File: src/rtl/pc_gen_unit.sv
// Fetch PC generator: next PC by priority redirect > BTB hit > sequential; optional BTB under `PC_BTB_EN`.
// Latency: 1 cycle from redirect (or BTB hit) to current_pc when pc_write=1 and cache_stall=0.
// Backpressure: pc_write=0 or cache_stall=1 holds the PC; a redirect seen while held is parked until release.
module pc_gen_unit #(
    parameter int              XLEN         = 32,
    parameter logic [XLEN-1:0] RESET_VECTOR = '0,
    parameter int              INSTR_BYTES  = 4,
    parameter int              BTB_ENTRIES  = 8
) (
    input  logic            clk,
    input  logic            reset_n,
    input  logic            pc_write,
    input  logic            cache_stall,
    input  logic            redirect_valid,
    input  logic [XLEN-1:0] redirect_pc,
    input  logic            btb_upd_valid,
    input  logic [XLEN-1:0] btb_upd_pc,
    input  logic [XLEN-1:0] btb_upd_target,
    output logic [XLEN-1:0] current_pc,
    output logic            fetch_valid,
    output logic            pc_advanced,
    output logic            pred_taken,
    output logic            redirect_pending,
    output logic            misalign_err
);

    localparam int              OFF_W      = $clog2(INSTR_BYTES);
    localparam logic [XLEN-1:0] ALIGN_MASK = {XLEN{1'b1}} << OFF_W;

    typedef enum logic [1:0] {
        ST_BOOT = 2'd0,
        ST_RUN  = 2'd1,
        ST_PEND = 2'd2
    } state_t;

    state_t          state;
    logic [XLEN-1:0] pend_pc;
    logic            adv;
    logic [XLEN-1:0] redir_aligned;
    logic            redir_mis;
    logic [XLEN-1:0] seq_pc;
    logic            btb_hit;
    logic [XLEN-1:0] btb_target;

    assign adv           = pc_write & ~cache_stall;
    assign redir_aligned = redirect_pc & ALIGN_MASK;
    assign redir_mis     = |(redirect_pc & ~ALIGN_MASK);
    // Wraps modulo 2^XLEN by construction.
    assign seq_pc        = current_pc + XLEN'(INSTR_BYTES);

`ifdef PC_BTB_EN
    localparam int IDX_W = (BTB_ENTRIES > 1) ? $clog2(BTB_ENTRIES) : 1;
    localparam int TAG_W = XLEN - OFF_W - IDX_W;

    logic [BTB_ENTRIES-1:0] btb_vld;
    logic [TAG_W-1:0]       btb_tag [BTB_ENTRIES];
    logic [XLEN-1:0]        btb_tgt [BTB_ENTRIES];
    logic [IDX_W-1:0]       lkp_idx;
    logic [TAG_W-1:0]       lkp_tag;
    logic [IDX_W-1:0]       upd_idx;
    logic [TAG_W-1:0]       upd_tag;
    logic                   unused_upd_lsb;

    assign lkp_idx        = current_pc[OFF_W +: IDX_W];
    assign lkp_tag        = current_pc[XLEN-1 -: TAG_W];
    assign upd_idx        = btb_upd_pc[OFF_W +: IDX_W];
    assign upd_tag        = btb_upd_pc[XLEN-1 -: TAG_W];
    assign unused_upd_lsb = ^btb_upd_pc[OFF_W-1:0];

    // Writes land on the edge; a lookup of the same entry sees them next cycle.
    assign btb_hit    = btb_vld[lkp_idx] && (btb_tag[lkp_idx] == lkp_tag);
    assign btb_target = btb_tgt[lkp_idx];

    always_ff @(posedge clk or negedge reset_n) begin
        if (!reset_n) begin
            btb_vld <= '0;
        end else if (btb_upd_valid) begin
            btb_vld[upd_idx] <= 1'b1;
        end
    end

    always_ff @(posedge clk) begin
        if (btb_upd_valid) begin
            btb_tag[upd_idx] <= upd_tag;
            btb_tgt[upd_idx] <= btb_upd_target;
        end
    end
`else
    logic unused_btb_upd;

    assign unused_btb_upd = ^{btb_upd_valid, btb_upd_pc, btb_upd_target};
    assign btb_hit        = 1'b0;
    assign btb_target     = '0;
`endif

    always_ff @(posedge clk or negedge reset_n) begin
        if (!reset_n) begin
            state            <= ST_BOOT;
            current_pc       <= RESET_VECTOR;
            pend_pc          <= '0;
            fetch_valid      <= 1'b0;
            pc_advanced      <= 1'b0;
            pred_taken       <= 1'b0;
            redirect_pending <= 1'b0;
            misalign_err     <= 1'b0;
        end else begin
            pc_advanced  <= 1'b0;
            misalign_err <= 1'b0;
            case (state)
                ST_BOOT: begin
                    fetch_valid <= 1'b1;
                    state       <= ST_RUN;
                end
                ST_RUN: begin
                    if (redirect_valid) begin
                        misalign_err <= redir_mis;
                        if (adv) begin
                            current_pc  <= redir_aligned;
                            pred_taken  <= 1'b0;
                            pc_advanced <= 1'b1;
                        end else begin
                            pend_pc          <= redir_aligned;
                            redirect_pending <= 1'b1;
                            state            <= ST_PEND;
                        end
                    end else if (adv) begin
                        current_pc  <= btb_hit ? btb_target : seq_pc;
                        pred_taken  <= btb_hit;
                        pc_advanced <= 1'b1;
                    end
                end
                ST_PEND: begin
                    if (redirect_valid) begin
                        misalign_err <= redir_mis;
                    end
                    // The youngest redirect wins, including one arriving on the release cycle.
                    if (adv) begin
                        current_pc       <= redirect_valid ? redir_aligned : pend_pc;
                        pred_taken       <= 1'b0;
                        pc_advanced      <= 1'b1;
                        redirect_pending <= 1'b0;
                        state            <= ST_RUN;
                    end else if (redirect_valid) begin
                        pend_pc <= redir_aligned;
                    end
                end
                default: begin
                    state <= ST_BOOT;
                end
            endcase
        end
    end

endmodule

File: config.mk
export PLATFORM = sky130hd
export DESIGN_NAME = pc_gen_unit
export DESIGN_NICKNAME = d
export VERILOG_FILES = /design/src/rtl/pc_gen_unit.sv
export SDC_FILE = /design/constraint.sdc
export NUM_CORES = 1
export LEC_CHECK = 0
export CORE_UTILIZATION = 35
export CTS_BUF_LIST = sky130_fd_sc_hd__clkbuf_4 sky130_fd_sc_hd__clkbuf_8 sky130_fd_sc_hd__clkbuf_16
export DETAILED_ROUTE_END_ITERATION = 10
export HOLD_SLACK_MARGIN = 0.06
export PLACE_DENSITY = 0.66
export SLEW_MARGIN = 15
export SYNTH_ARGS = -nofsm -noshare
export SYNTH_HDL_FRONTEND = slang
export SYNTH_SLANG_ARGS = --single-unit
export TNS_END_PERCENT = 10
File: constraint.sdc
create_clock -name clk -period 2.3 [get_ports clk]
set_clock_uncertainty 0.15 [all_clocks]
set_input_delay 0.345 -clock clk [delete_from_list [all_inputs] [get_ports clk]]
set_output_delay 0.345 -clock clk [all_outputs]
set_load 0.01 [all_outputs]
==> summary.md, run 1 <==
| Metric | Value |
|---|---|
| Crit path kind | reg -> reg |
| Synth top area cells | dfrtp_1, mux2_2, o21ai_0 |
| Worst path cell trace | inv_1, ha_1, nor2_1, o21ai_2, or4_1, o32a_1, nand2_1 |
| Synth area leader | dfrtp_1 |
| Initial core utilization | 36.2% |
| Leakage power | 2.00 nW |
| Initial DRC count | 241 |
| Post-synth EDFFs | 0 |
| Initial antenna violation count | 0 |
| Period utilization | 93.1% |
| Placed Instance Area | 0.00475 sq mm |
| Final ANT Viol Nets | 0 |
| Avg Inst Size Synth | 9.66 sq um |
| CP endpoint kind | flip-flop |
| Nets | 577 |
| TritonRoute pass-1 iters | 7 |
| H-tree levels | 3 |
| Min-delay src | fetch_valid |
| Critical path's top delay family | simple AND/OR/NAND/NOR gates |
| R2r startpoint | state[1] |
| Worst path bufs/invs | 1 |
| First-pass GRT wire length | 17600 um |
| Seq pwr share | 36.2% |
| Mux cell area share after synthesis | 9.53% |
| Cell with the most instances after synthesis | dfrtp_1 |
| Syn-to-layout area delta | 32.0% |
| Primary FF master, synth | dfrtp_1 |
| RSZ-0062 raised after global routing | no |
| Core ar. | 0.0103 sq mm |
| Clock transition at path regs | 70 ps |
| Worst skew pair latency | 350 ps |
| RR Endpoint | current_pc[26] |
| Slew Viols, Final | 0 |
| Post-layout min period | 2140 ps |
| Post-Synth Adder-Cell Area | 1.34% |
| Die extent in x | 105 um |
| Post-cts sizing count | 0 |
| Clock root buffer | clkbuf_8 |
| Max-Cap Viols | 0 |
| Via density | 5.69 |
| Cell Area, Synth | 0.00374 sq mm |
| Simple-gate portion of the synthesized area | 15.6% |
| N_diodes | 0 |
| Synthesized Nets | 493 |
| Drt drc | 0 |
| Clk network pwr share | 14.3% |
| Final number of setup-violating endpoints | 0 |
| Fraction of layout cells with a size suffix above 1 | 16.9% |
| Top cell type's share of synthesized area | 46.8% |
| Full die area | 0.0111 sq mm |
| Max Clk Rate | 467 MHz |
| Global placement routability congestion | 0.841 |
| Sw Share | 39.3% |
| HPWL after DPL | 7540 um |
| Routed WL | 10500 um |
| Ys Warns | 0 |
| Cells on worst reg2reg path | 7 |
| Max IR drop VDD | 0.677 mV |
| PortBufs | 72 |
| Clk buf depth | 2 |
| Post-synthesis compound-gate area fraction | 22.0% |
| Combinational share of power | 49.5% |
| CTS buffer count | 9 |
| Async SR Flop Fraction | 100% |
| Worst hold path class | reg -> reg |
| All-Layer GR Usage | 20.2% |
| Pint | 3.90 mW |
| Crit path max fanout | 5 |
| Most instantiated cells after synthesis | dfrtp_1, o21ai_0, nand2_1, mux2_2, nor2_1 |
| Hold Vio Cnt, Final | 0 |
| Die height | 105 um |
| TritonCTS Sinks | 70 |
| WHS Endpoint | fetch_valid |
| Largest family of logic cells by synthesized area | compound AO/OA/AOI/OAI gates |
| I/O pins | 139 |
| Worst EP arrival | 2280 ps |
| P per Cell Area | 1300 mW/mm^2 |
| Slew headroom | 58.9% |
| Yosys cell types | 56 |
| Switch Pwr | 2.53 mW |
| Crit-path slowest cell | or4_1 |
| R2R Setup Slk | 160 ps |
| Worst path required time | 2440 ps |
| Postcts setup bufs | 0 |
| Setup TNS | 0 ps |
| WL/cell | 17.3 um |
| Hold Crit Depth | 1 |
| Pin count of the biggest net entering global routing | 29 |
| Sequential share of the synthesized area | 46.8% |
| Mapped Cells | 387 |
| CP peak stage delay | 560 ps |
| CTS tree | yes |
| Worst Tran Pin Value | 617 ps |
| Vias | 3473 |
| Remaining Overflow, GRT | 0 |
| Outcome | completed |
| Hold buffer count at cts | 1 |
| Vias in the first global route | 3409 |
| #FFs+latches synth | 70 |
| FP Rows | 37 |
| Design Area, Final | 0.00494 sq mm |
| Startpoint Class | flip-flop |
| Post-Synth XOR/XNOR Area | 0% |
==> per-stage QoR <==
stage / cells / util, % / power, mW / worst slack (ps) / hold WS, ps
2_1_floorplan: 387 / - / 4.10 / 305 / -101
3_3_place_gp: 595 / 46.0 / 5.37 / 11.4 / 233
3_5_place_dp: 595 / 46.0 / 5.51 / 9.97 / 236
4_1_cts: 610 / 47.8 / 6.45 / 176 / 326
5_1_grt: 610 / 47.8 / 6.90 / 41.6 / 349
6_report: 610 / 47.8 / 6.42 / 158 / 317
==> layout make-up <==
type,instances,area (sq um)
Fill cell,974,5390
Multi-Input combinational cell,279,1820
Sequential cell,70,1750
Clock inverter,1,5.00
Inverter,9,33.8
Clock buffer,13,173
Tap cell,136,170
Timing Repair Buffer,102,981
==> cells in the final DEF, fill, tap and decap left out, types with 3 or more instances in the layout <==
cell type	netlist	final
a22oi_1	12	12
nand3_1	9	9
nand2_1	32	32
a222oi_1	7	7
o21ai_0	42	41
nand4_1	10	10
o31a_1	3	3
buf_4	3	26
a31oi_1	7	7
a21oi_1	19	19
o2bb2ai_1	5	5
clkbuf_8	0	12
and3_1	10	10
dfrtp_1	70	70
buf_12	0	3
ha_1	4	4
nor2b_1	7	6
a221oi_1	4	4
nor3_1	8	8
mux2_2	29	29
clkdlybuf4s50_1	0	71
inv_1	9	9
a211oi_1	3	3
mux2i_1	3	3
nor2_1	28	28
==> routing by layer <==
metal	GRT usage [%]	vias to the layer above	wire, um
li1	-	1616	-
met1	27.5	1729	4800
met2	31.5	116	4970
met3	5.13	12	651
met4	6.24	0	133
met5	0	-	0
==> worst max-delay path by stage <==
| stage | startpoint | to | slack (ps) | cells past startpoint |
|---|---|---|---|---|
| finish | state[1] | current_pc[26] | 160 | 7 |
| global route | current_pc[2] | current_pc[30] | 40 | 6 |
| CTS | state[0] | current_pc[26] | 180 | 7 |
| detailed placement | pc_write | current_pc[26] | 10 | 6 |
| global placement | pc_write | current_pc[26] | 10 | 6 |
| floorplan | state[0] | pend_pc[10] | 310 | 8 |
==> registers in the layout, summed over array words and instances (netlist names) <==
name              count
pc_advanced           1
pend_pc              32
redirect_pending      1
current_pc           32
misalign_err          1
state                 2
fetch_valid           1
==> power by group through the flow <==
stage                     combinational (mW)  clock [mW]  sequential, mW
after CTS                               3.19       0.943            2.32
after global placement                  3.08           0            2.30
after global routing                    3.48        1.00            2.42
final                                   3.18       0.919            2.32
after detailed placement                3.18           0            2.33
after floorplan                         1.75           0            2.35
==> cell families (layout without fill, tap and decap cells) <==
family                   count (synthesis)  count (layout)
multiplexers                            32              32
AND/OR/NAND/NOR                        118             118
AO/OA/AOI/OAI                          124             124
other                                    1               1
adder cells (fa/ha/maj)                  4               4
buffers and inverters                   38             125
flip-flops                              70              70
Note: power is estimated with default switching activity, not from simulation.
==> run 2: changes to the inputs <==
--- a/config.mk
+++ b/config.mk
@@ -5,11 +5,11 @@
 export SDC_FILE = /design/constraint.sdc
 export NUM_CORES = 1
 export LEC_CHECK = 0
-export CORE_UTILIZATION = 35
+export CORE_UTILIZATION = 45
 export CTS_BUF_LIST = sky130_fd_sc_hd__clkbuf_4 sky130_fd_sc_hd__clkbuf_8 sky130_fd_sc_hd__clkbuf_16
 export DETAILED_ROUTE_END_ITERATION = 10
 export HOLD_SLACK_MARGIN = 0.06
-export PLACE_DENSITY = 0.66
+export PLACE_DENSITY = 0.81
 export SLEW_MARGIN = 15
 export SYNTH_ARGS = -nofsm -noshare
 export SYNTH_HDL_FRONTEND = slang
==> constraint.sdc (replaced) <==
create_clock -name clk -period 2.3 [get_ports clk]
set_clock_uncertainty 0.15 [all_clocks]
set_input_delay 0.345 -clock clk [delete_from_list [all_inputs] [get_ports clk]]
set_output_delay 0.345 -clock clk [all_outputs]
set_load 0.02 [all_outputs]
==> run 2 against run 1 <==
Against the previous run: first-iteration DRC count up 22%; via count up 0.66%; setup slack worse by 42 ps; count of clock-buffer cells in the layout down 1; non-clock buffer count down 5; cell count down 6.1%; global-route usage up 4.3 points; hold slack better by 10 ps; core utilization up 14 points; sequential power about the same; design area down 0.96%; register-to-register slack worse by 40 ps; critical path type unchanged; highest routed layer unchanged.
==> summary.md, run 2 (synthesis results as in run 1) <==
| Metric | Value |
|---|---|
| Outcome | completed |
| Die height | 93.2 um |
| Finished Layout Cells | 573 |
| FP Rows | 32 |
| Most frequent cells in the layout | clkdlybuf4s50_1, dfrtp_1, o21ai_0 |
| RSZ-0062 raised after global routing | no |
| Min-delay src | fetch_valid |
| Top Registers | current_pc x32, pend_pc x32, state x2 |
| Sw Share | 40.3% |
| Clock transition at path regs | 70 ps |
| Max-Cap Viols | 0 |
| Worst hold path class | reg -> reg |
| Initial antenna violation count | 0 |
| Full die area | 0.00868 sq mm |
| Initial DRC count | 294 |
| TritonRoute pass-1 iters | 6 |
| Clk buf depth | 2 |
| R2r startpoint | state[0] |
| Final core utilization | 62.0% |
| Initial core utilization | 47.4% |
| Post-cts sizing count | 0 |
| I/O pins | 139 |
| Core ar. | 0.00789 sq mm |
| Drt drc | 0 |
| Setup TNS | 0 ps |
| Pint | 4.07 mW |
| Vias | 3496 |
| Seq pwr share | 34.4% |
| Via density | 6.10 |
| N_diodes | 0 |
| First-pass GRT wire length | 16400 um |
| TritonCTS Sinks | 70 |
| Design Area, Final | 0.00489 sq mm |
| Worst path required time | 2440 ps |
| Postcts setup bufs | 0 |
| H-tree levels | 3 |
| Vias in the first global route | 3450 |
| Final number of setup-violating endpoints | 0 |
| Clk network pwr share | 16.6% |
| Worst skew pair latency | 350 ps |
| All-Layer GR Usage | 24.6% |
| Startpoint Class | flip-flop |
| Most common cell after layout, fill and taps aside | clkdlybuf4s50_1 |
| HPWL after DPL | 6880 um |
| Die extent in x | 93.2 um |
| Placed Instances | 556 |
| Period utilization | 95.0% |
| Max IR drop VDD | 0.629 mV |
| Post-layout min period | 2180 ps |
| Crit path max fanout | 4 |
| CP endpoint kind | flip-flop |
| PortBufs | 72 |
| Final setup margin | 115 ps |
| Critical path origin | state[0] |
| CTS tree | yes |
| Crit path kind | reg -> reg |
| Max Clk Rate | 458 MHz |
| Routed WL | 10100 um |
| Switch Pwr | 2.75 mW |
| CTS buffer count | 9 |
| Hold Slack | 327 ps |
| Nets | 572 |
| Hold Vio Cnt, Final | 0 |
| Slew Viols, Final | 0 |
| Clock root buffer | clkbuf_8 |
| Fraction of layout cells with a size suffix above 1 | 16.3% |
| WL/cell | 17.7 um |
| Remaining Overflow, GRT | 0 |
| Dpl ws | -7.29 ps |
| Leakage power | 2.00 nW |
| Pin count of the biggest net entering global routing | 71 |
| P per Cell Area | 1390 mW/mm^2 |
| Syn-to-layout area delta | 30.7% |
| Combinational share of power | 49.0% |
| Total Power | 6.82 mW |
| Final ANT Viol Nets | 0 |
| Worst EP arrival | 2320 ps |
| Global placement routability congestion | 0.861 |
| Hold buffer count at cts | 1 |
| Placed Instance Area | 0.00466 sq mm |
run 2: changes by cell type in the layout (fill, tap and decap cells not counted), sizes merged:
cell	change
clkbuf	-1
bufinv	+2
buf	-5
clkinv	+1
run 2: power groups by stage:
| stage | registers, mW | logic (mW) | clock network (mW) |
|---|---|---|---|
| 2_1_floorplan | 2.55 | 1.75 | 0 |
| 3_3_place_gp | 2.30 | 3.21 | 0 |
| 3_5_place_dp | 2.34 | 3.34 | 0 |
| 4_1_cts | 2.32 | 3.35 | 1.15 |
| 5_1_grt | 2.41 | 3.63 | 1.21 |
| 6_report | 2.34 | 3.34 | 1.13 |
run 2: worst paths after layout:
| check | end | slack, ps | cells after the start |
|---|---|---|---|
| worst min-delay path | fetch_valid | 330 | 1 |
| worst max-delay path | current_pc[26] | 120 | 7 |
| min in group asynchronous | fetch_valid | 400 | 3 |
| worst min register to register | fetch_valid | 330 | 1 |
| max in group asynchronous | current_pc[11] | 1300 | 3 |
| worst max register to register | current_pc[26] | 120 | 7 |
run 2: final cells by class:
class	instances	area (sq um)
Clock buffer	12	153
Clock inverter	4	70.1
Fill cell	661	3000
Inverter	9	33.8
Multi-Input combinational cell	279	1820
Sequential cell	70	1750
Tap cell	102	128
Timing Repair Buffer	97	931
run 2: worst max-delay path, cell delays in order, from the launching register on:
cell     delay, ps
dfrtp_1        380
inv_1           80
ha_1           250
nor2_1         220
o21ai_2        100
or4_1          550
o32a_1         310
nand2_1         80
run 2: routing by layer:
layer  global-route usage, %  share of wire [%]
met3                    4.31                5.4
met1                    31.3                 44
met2                    40.3                 48
met4                    12.1                2.0
met5                       0                  0
